--- src/rtl/cpu_pkg.sv ---
// Shared encodings for the multicycle CPU: FSM states, opcodes and ALU function codes.
package cpu_pkg;

  typedef enum logic [2:0] {
    ST_FETCH  = 3'd0,
    ST_DECODE = 3'd1,
    ST_EXEC   = 3'd2,
    ST_MEM    = 3'd3,
    ST_WB     = 3'd4
  } state_t;

  localparam logic [3:0] OP_LB    = 4'h2;
  localparam logic [3:0] OP_SB    = 4'h4;
  localparam logic [3:0] OP_ADDI  = 4'h5;
  localparam logic [3:0] OP_ANDI  = 4'h6;
  localparam logic [3:0] OP_ORI   = 4'h7;
  localparam logic [3:0] OP_BEQ   = 4'h8;
  localparam logic [3:0] OP_BNE   = 4'h9;
  localparam logic [3:0] OP_JMP   = 4'hA;
  localparam logic [3:0] OP_RTYPE = 4'hF;

  localparam logic [2:0] FS_ADD  = 3'b000;
  localparam logic [2:0] FS_SUB  = 3'b001;
  localparam logic [2:0] FS_AND  = 3'b010;
  localparam logic [2:0] FS_OR   = 3'b011;
  localparam logic [2:0] FS_XOR  = 3'b100;
  localparam logic [2:0] FS_SLL1 = 3'b101;
  localparam logic [2:0] FS_SRL1 = 3'b110;
  localparam logic [2:0] FS_PASS = 3'b111;

  function automatic logic is_mem_op(input logic [3:0] op);
    return (op == OP_LB) || (op == OP_SB);
  endfunction

endpackage

--- src/rtl/alu_p.sv ---
// Combinational ALU; all results wrap to DATA_W bits.
module alu_p import cpu_pkg::*; #(
  parameter int DATA_W = 8
) (
  input  logic [DATA_W-1:0] a,
  input  logic [DATA_W-1:0] b,
  input  logic [2:0]        fs,
  output logic [DATA_W-1:0] y
);

  always_comb begin
    y = a;
    case (fs)
      FS_ADD:  y = a + b;
      FS_SUB:  y = a - b;
      FS_AND:  y = a & b;
      FS_OR:   y = a | b;
      FS_XOR:  y = a ^ b;
      FS_SLL1: y = a << 1;
      FS_SRL1: y = a >> 1;
      FS_PASS: y = a;
      default: y = a;
    endcase
  end

endmodule

--- src/rtl/multicycle_cpu.sv ---
// Multicycle CPU: FETCH/DECODE/EXEC/(MEM)/WB with stallable instruction and data ports.
// Handshake: IREQ/DREQ stay high in their state until IRDY/DRDY is seen high at a rising CLK.
module multicycle_cpu import cpu_pkg::*; #(
  parameter int DATA_W = 8,
  parameter int PC_W   = 8
) (
  input  logic              CLK,
  input  logic              RESET,
  input  logic              EN_L,
  output logic              IREQ,
  output logic [PC_W-1:0]   IADDR,
  input  logic              IRDY,
  input  logic [15:0]       Iin,
  output logic              DREQ,
  output logic              MW,
  output logic [DATA_W-1:0] DADDR,
  output logic [DATA_W-1:0] DOUT,
  input  logic              DRDY,
  input  logic [DATA_W-1:0] Din,
  output logic [PC_W-1:0]   PC,
  output logic [DATA_W-1:0] DataA,
  output logic [DATA_W-1:0] DataB,
  output logic [DATA_W-1:0] DataC,
  output logic [2:0]        STATE
);

  state_t              state_q, state_d;
  logic [15:0]         ir_q;
  logic [DATA_W-1:0]   a_q, b_q, mdr_q;
  logic [DATA_W-1:0]   rf_q [8];
  logic [PC_W-1:0]     pc_q, pc_next, pc_inc;
  logic [3:0]          op;
  logic [DATA_W-1:0]   imm_d, alu_b, alu_y, wb_val;
  logic [PC_W-1:0]     imm_pc;
  logic [2:0]          alu_fs, wr_addr;
  logic                wr_en;

  assign op     = ir_q[15:12];
  assign imm_d  = DATA_W'($signed(ir_q[5:0]));
  assign imm_pc = PC_W'($signed(ir_q[5:0]));
  assign pc_inc = pc_q + PC_W'(2);
  assign wb_val = (op == OP_LB) ? mdr_q : alu_y;

  // Immediate forms reuse the ALU with the sign-extended immediate as operand B.
  always_comb begin
    alu_b   = b_q;
    alu_fs  = ir_q[2:0];
    wr_en   = 1'b0;
    wr_addr = ir_q[8:6];
    pc_next = pc_inc;
    case (op)
      OP_RTYPE: begin wr_en = 1'b1; wr_addr = ir_q[5:3]; end
      OP_ADDI:  begin alu_b = imm_d; alu_fs = FS_ADD; wr_en = 1'b1; end
      OP_ANDI:  begin alu_b = imm_d; alu_fs = FS_AND; wr_en = 1'b1; end
      OP_ORI:   begin alu_b = imm_d; alu_fs = FS_OR;  wr_en = 1'b1; end
      OP_LB:    wr_en = 1'b1;
      OP_BEQ:   if (a_q == b_q) pc_next = pc_inc + (imm_pc << 1);
      OP_BNE:   if (a_q != b_q) pc_next = pc_inc + (imm_pc << 1);
      OP_JMP:   pc_next = PC_W'({ir_q[11:0], 1'b0});
      default:  ;
    endcase
  end

  alu_p #(.DATA_W(DATA_W)) u_alu (
    .a  (a_q),
    .b  (alu_b),
    .fs (alu_fs),
    .y  (alu_y)
  );

  always_comb begin
    state_d = state_q;
    IREQ    = 1'b0;
    DREQ    = 1'b0;
    MW      = 1'b0;
    DataC   = '0;
    case (state_q)
      ST_FETCH: begin
        IREQ = 1'b1;
        if (IRDY) state_d = ST_DECODE;
      end
      ST_DECODE: state_d = ST_EXEC;
      ST_EXEC:   state_d = is_mem_op(op) ? ST_MEM : ST_WB;
      ST_MEM: begin
        DREQ = 1'b1;
        MW   = (op == OP_SB);
        if (DRDY) state_d = ST_WB;
      end
      ST_WB: begin
        DataC   = wb_val;
        state_d = ST_FETCH;
      end
      default: state_d = ST_FETCH;
    endcase
  end

  // EN_L high holds every register, so outputs decoded from state stay put too.
  always_ff @(posedge CLK) begin
    if (RESET) begin
      state_q <= ST_FETCH;
      pc_q    <= '0;
      ir_q    <= '0;
      a_q     <= '0;
      b_q     <= '0;
      mdr_q   <= '0;
      for (int i = 0; i < 8; i++) rf_q[i] <= '0;
    end else if (!EN_L) begin
      state_q <= state_d;
      case (state_q)
        ST_FETCH:  if (IRDY) ir_q <= Iin;
        ST_DECODE: begin
          a_q <= rf_q[ir_q[11:9]];
          b_q <= rf_q[ir_q[8:6]];
        end
        ST_MEM:    if (DRDY) mdr_q <= Din;
        ST_WB: begin
          if (wr_en) rf_q[wr_addr] <= wb_val;
          pc_q <= pc_next;
        end
        default: ;
      endcase
    end
  end

  assign IADDR = pc_q;
  assign PC    = pc_q;
  assign DADDR = a_q + imm_d;
  assign DOUT  = b_q;
  assign DataA = a_q;
  assign DataB = b_q;
  assign STATE = state_q;

endmodule

--- config.mk ---
export PLATFORM = sky130hd
export DESIGN_NAME = multicycle_cpu
export DESIGN_NICKNAME = d
export VERILOG_FILES = /design/src/rtl/cpu_pkg.sv /design/src/rtl/alu_p.sv /design/src/rtl/multicycle_cpu.sv
export SDC_FILE = /design/constraint.sdc
export NUM_CORES = 1
export LEC_CHECK = 0
export CORE_MARGIN = 2
export CORE_UTILIZATION = 52
export DETAILED_ROUTE_END_ITERATION = 7
export GPL_ROUTABILITY_DRIVEN = 1
export GPL_TIMING_DRIVEN = 0
export PLACE_DENSITY = 0.75
export RECOVER_POWER = 100
export SLEW_MARGIN = 40
export SYNTH_ARGS = -nofsm -noshare
export SYNTH_HDL_FRONTEND = slang
export SYNTH_SLANG_ARGS = --single-unit
--- constraint.sdc ---
create_clock -name CLK -period 4.1 [get_ports CLK]
set_input_delay 0.615 -clock CLK [delete_from_list [all_inputs] [get_ports CLK]]
set_output_delay 0.615 -clock CLK [all_outputs]
set_load 0.005 [all_outputs]
==> results.md <==
- CTS built an H-tree with a depth of 4.
- The die is 127.7 microns tall.
- At the pin with the least slew margin, the transition time is 892.9 ps.
- The top metal layer carrying routed signals is met4.
- The final weighted congestion in routability-driven placement is 0.9653.
- Input and output buffers added on the ports amount to 86.
- The cell at the slowest stage of the critical path is or3_4.
- The clock transition at the register clock pins on the worst setup and hold paths after CTS is 60 ps.
- The signal on the critical path passes through and2b_2 > buf_8 > buf_4 > a22o_4 > nor2_4 > nor2_4 > xor2_1 > fa_2 > nor2b_2 > o31a_1 > o21a_1 > or3_4 > a32oi_4 > a211oi_2 > buf_2.
- Setup slack on the critical path of the routed design comes to -153.2 ps.
- The maximum fanout count along the critical path is 8.
- The most common flop cell mapped by yosys is edfxtp_1.
- The clock tree from TritonCTS is yes.
- Summing all flip-flop and latch instances after layout gives between 0.002 and 0.003 sq mm.
- After legalization and detailed placement, the total HPWL measured 17780 microns.
- The number of enable flip-flop cells after synthesis is 64.
- The setup path with the least slack is of type reg2out.
- The endpoint arrival time on the critical path is 3640 ps.
- The first global-routing pass estimated about 40000 microns of wire.
- The initial antenna violation count came to 0.
- For this run, the top clock speed supported by timing is 235.1 MHz.
- The fraction of the core area covered by cells at the end of the flow is 68.86%.
- The finished layout holds 1166 standard cells, fillers aside.
- The sum of overflow across all layers after global routing is 0.
- The flow ran to the end, but the final reports show violations.
- Wire segments on met3 add up to 2623 microns in the final route.
- 0 antenna diodes ended up in the layout.
- The number of buffers inserted for hold repair after clock tree synthesis is 0.
- The cell area that synthesis handed to floorplanning was 0.007961 sq mm.
- The area growth from synthesis to layout is 30.50%.
- Entering global routing, the biggest net connects 17 pins.
- After the first detailed-routing iteration, the DRC count stood at 795.
- Before antenna repair, the detailed router went through 5 iterations.
- For the worst flop-to-flop path, the logic depth is 16.
- STA classifies the critical path endpoint as an output pin.
- After filler insertion, the fill cell instance count of the layout stands at 1127.
- The worst hold path was traced through 2 stages.
- The completed layout was analyzed and its total power is just over 4 mW.
- The final critical-path required period is 4253 ps.
- Of the available clock period, the critical path in the final layout requires 103.7%.
- The floorplan step defined a die boundary enclosing 0.01632 sq mm.
- Prior to clock tree synthesis, the placed netlist has a worst setup slack of -936.3 ps.
- The finished cells cover 0.01039 sq mm.
- In this run the static leakage power is between 3 and 4 nW.
- In the final routed layout, each cell accounts on average for 22.04 microns.
- The path class of the tightest hold or removal check is reg2reg.
- The async set-reset flop share out of synthesis is 0%.
- Counting the buffers created by CTS gives 17.
- The post-synthesis sequential area ratio is 36.71%.
- The count of distinct cell types in the synthesized netlist is 90.
- Each instance of the synthesized netlist takes up on average 9.697 sq um.
- In this run the cell area measured after placement is 0.009109 sq mm.
- The worst slew margin relative to its limit is 40.11%.
- The sort of element at the start of the critical path is a flop.
- The power density normalized to cell area is 392.1 mW/mm^2.
- Setup repair after global routing could not meet its margin everywhere.
- The final count of pins violating max slew was 0.
- For this design the top-level I/O count stands at 91.
- In the routed layout, each cell is associated on average with a via count of ~6.5.
- The area of the multi-input gates is slightly below 0.005 sq mm.
- The number of nets with antenna violations after routing is 0.
- The final total negative setup slack is -346.1 ps.
- After detailed placement, the design holds a cell count of around 1100.
- The floorplan has between 40 and 50 rows.
- The maximum clock path buffer count is 2.
- The data required time at the worst endpoint is 3480 ps.
- The dominant cell type by count on the critical path is nor2_4.
- The remaining routing DRC violations is 0.
- For this block, the via count after detailed routing is 7541.
- The number of nets in the layout is approximately 1000.
- The clock network latency to the later pin of the worst-skew pair is 420 ps.
- The warning count from the yosys run is 0.
- The share of layout cells above drive strength 1 is around a quarter.
- The effective utilization at floorplan is 52.76%.
- The via count of the first global-routing pass was 7075.
- The post-synthesis sequential element count is approximately 110.
- The area inside the core boundary is 0.01509 sq mm.
- Setup violations remaining at the end of the flow were counted as 3.
- The final hold slack is 499.4 ps.
- The checks that failed: setup timing.
- The die is roughly 130 microns wide.
- Across the routed clock network, the largest skew measured is about 8.7 ps.
- Synthesis produced 821 cells.
- The hold violation total from the final report came to 0.
- The stage delay of the slowest cell on the critical path is 340 ps.
- The met1 routed wirelength after detailed routing is 10020 microns.
- The worst IR drop on VDD is 0.3669 mV.
- The aggregate routed wire length is between 20000 and 30000 microns.
- In the global route stage, overall resource usage came out at around a third.
- The clock root buffer is clkbuf_16.
- The clock sink count is between 100 and 150.
- Max-cap violations in this run came to 0.
- The wire length on met2 is around 12000 microns.
## routing by layer
metal  track usage (%)  vias to the layer above
li1                  -                     3333
met2             52.00                      539
met5                 0                        -
met1             42.47                     3585
met4             12.28                        0
met3             6.344                       84
## cells in the final DEF (no fill, tap or decap), drive strengths merged, types with 14 or more instances in the layout
master / instances
ha: 35
xor2: 15
clkdlybuf4s50: 80
a21oi: 62
edfxtp: 64
xnor2: 19
mux2i: 28
nor3: 29
mux4: 32
nand3: 16
nor2: 71
nor3b: 15
nor4: 14
buf: 86
nand2: 86
o21ai: 23
a211oi: 22
inv: 29
dfxtp: 50
clkbuf: 52
## cell families after synthesis
logic type | count (synthesis) | share of synthesized area [%]
muxes | 63 | 13.00
xor gates and xnor gates | 35 | 4.023
and+or+nand+nor | 283 | 17.85
AOI/OAI and AO/OA | 183 | 15.95
other | 1 | 0.04710
adders and majority gates | 38 | 6.255
DFF | 114 | 36.71
buffers and inverters | 104 | 6.161
## path summary, 6_finish.rpt
kind         startpoint  slack, ps    endpoint
max reg2reg    ir_q[15]        460  rf_q[1][6]
min reg2reg    mdr_q[5]        500    mdr_q[5]
min            mdr_q[5]        500    mdr_q[5]
max            ir_q[15]       -150    DataC[6]
## layout make-up
cell class | instances | share of cell area [%]
buffer | 71 | 3.962
clock buffer | 18 | 4.131
clock inverter | 13 | 1.782
inverter | 29 | 1.048
multi-input combinational | 604 | 47.49
sequential | 114 | 28.20
tap | 188 | 2.264
timing repair buffer | 129 | 11.12
## cell usage after synthesis (17+ instances only)
master / instances / area (sq um)
a211oi_1: 21 / 157.7
a21oi_1: 60 / 300.3
buf_2: 17 / 85.08
buf_4: 19 / 142.6
clkbuf_1: 35 / 131.4
dfxtp_1: 50 / 1001
edfxtp_1: 64 / 1922
ha_1: 35 / 437.9
inv_1: 27 / 101.4
mux2i_1: 28 / 280.3
mux4_2: 32 / 720.7
nand2_1: 86 / 322.8
nor2_1: 70 / 262.8
nor3_1: 28 / 140.1
o21ai_0: 22 / 110.1
xnor2_1: 19 / 166.4
## state kept, by name (all words and copies together) (netlist names)
signal	cells
IADDR	7
ir_q	16
STATE	3
DOUT	8
DataA	8
rf_q	64
mdr_q	8
## critical path, delay by kind of cell, from the launching register on
kind            cells  cell delay, ps
buf+inv             3             460
xor+xnor            1             200
fa+ha+maj           1             260
simple gates        5             870
flops               1             330
compound gates      5            1090
## what timing repair did
action,CTS,global route
cloned,1,0
buffers inserted,25,16
gates resized for setup,87,34
pin swaps,25,27
endpoints found under the setup margin,16,8
## power by group
group          total (mW)  leakage (nW)  internal (mW)  switching [mW]
clock network        1.56         0.297           1.01           0.547
registers            1.32          1.07           1.25          0.0663
logic                1.20          2.50          0.567           0.631
No activity file was read; power rests on OpenSTA's default activity.
==> edit (config.mk and constraints unchanged) <==
`DATA_W` is set to 8 in 2 places; all go to 10.
--- a/src/rtl/alu_p.sv
+++ b/src/rtl/alu_p.sv
@@ -1,6 +1,6 @@
 // Combinational ALU; all results wrap to DATA_W bits.
 module alu_p import cpu_pkg::*; #(
-  parameter int DATA_W = 8
+  parameter int DATA_W = 10
 ) (
   input  logic [DATA_W-1:0] a,
   input  logic [DATA_W-1:0] b,
--- a/src/rtl/multicycle_cpu.sv
+++ b/src/rtl/multicycle_cpu.sv
@@ -1,7 +1,7 @@
 // Multicycle CPU: FETCH/DECODE/EXEC/(MEM)/WB with stallable instruction and data ports.
 // Handshake: IREQ/DREQ stay high in their state until IRDY/DRDY is seen high at a rising CLK.
 module multicycle_cpu import cpu_pkg::*; #(
-  parameter int DATA_W = 8,
+  parameter int DATA_W = 10,
   parameter int PC_W   = 8
 ) (
   input  logic              CLK,
Ports: changed (6 resized); port bits go from 91 to 103. No check against the original RTL was run, so the function may have changed too.
==> edit against the unedited design <==
The run still ends with setup timing left. Global-route usage increased by 0.27 points. Design area rose by 15%. Critical endpoint is now DataC[9]. Utilization fell by 0.12 points. Power rose by 30%. Worst setup slack got worse by 0.41 ns. Synthesized area is 16% higher. Sequential cell count rose by 22. Wire length grew 17%. Critical path type unchanged.
==> edit: results (changes against the unedited design) <==
* Reg2Reg Capture Point: rf_q[7][9]$_SDFFCE_PN0P_
* Number of synthesized flops with an enable pin at 80 (+25%)
* Leak at 4.68 nW (+21%)
* Dpl ws at -1.41 ns (-0.477 ns)
* First-pass GRT wire length at 44400 um (+12%)
* Grt met1 use at 40.8% (-1.7 points)
* # setup viols final at 9 (+6)
* Sw frac at 35.0% (+4.4 points)
* Status: finished with violations
* Violated checks: setup timing
* Worst-path maximum fanout at 6 (-2)
* Final Net Count at 1170 (+13%)
* # port buffers at 99 (+15%)
* Avg Inst Size Synth at 9.98 sq um (+2.9%)
* Distinct cells, synth at 85 (-5.6%)
* Post-Place Cells at 1253 (+14%)
* Skew final at 0.0145 ns (+0.00580 ns)
* Dpl hpwl at 20600 um (+16%)
* Hold endpoint: mdr_q[1]$_SDFFE_PP0P_
* Vias in the first global route at 7883 (+11%)
* Layout cells sized above 1 at 22.3% (-1.9 points)
* Least-Margin Pin Slew at 1.21 ns (+0.318 ns)
* Met2 GRT Util at 54.3% (+2.3 points)
* Fin Setup TNS at -3.30 ns (-2.95 ns)
* Final worst setup slack at -0.568 ns (-0.415 ns)
==> edit: cells by family (layout without fill, tap and decap cells) <==
family,Yosys count,after routing,share of synthesized area (%)
xor+xnor,45,45,4.34
fa+ha+maj,47,47,6.59
other cells,1,2,0.0405
simple gates,329,329,17.2
flops,136,136,38.1
buf+inv,109,285,5.69
mux,83,83,14.4
compound gates,178,178,13.6
==> edit: cell type report <==
class                           count  share of cell area, %
Clock inverter                      8                  0.881
Tap cell                          225                   2.36
Timing Repair Buffer              146                   11.2
Sequential cell                   136                   29.7
Clock buffer                       24                   4.50
Multi-Input combinational cell    684                   46.8
Inverter                           32                   1.04
Buffer                             75                   3.54
==> edit: through the flow <==
stage	hold slack, ns	instance area, sq um
2_1_floorplan	0.461	9280
3_3_place_gp	0.475	10600
3_5_place_dp	0.490	10600
4_1_cts	0.505	11900
5_1_grt	0.547	11900
6_report	0.502	11900
==> edit: timing repair <==
action,CTS,global route
endpoints found under the setup margin,35,18
resized for setup,117,15
buffers inserted,38,9
pin swaps,36,16
==> edit: critical path, stage by stage (launching register included) <==
cell and delay, ns:
dfxtp_4 0.35, or2_4 0.28, nand2_8 0.08, buf_8 0.13, mux2i_4 0.27, ha_4 0.19, nor2_4 0.05, xnor2_2 0.13
ha_1 0.36, o21a_1 0.21, o31a_1 0.11, o41a_1 0.41, o41ai_4 0.35, nand2b_4 0.22, mux2i_4 0.08, nor4_4 0.20
buf_2 0.18
==> edit: routing by layer <==
layer | vias to the layer above | share of wire [%]
li1 | 3708 | -
met1 | 3940 | 38
met2 | 473 | 50
met3 | 94 | 7.7
met4 | 0 | 4.4
met5 | - | 0
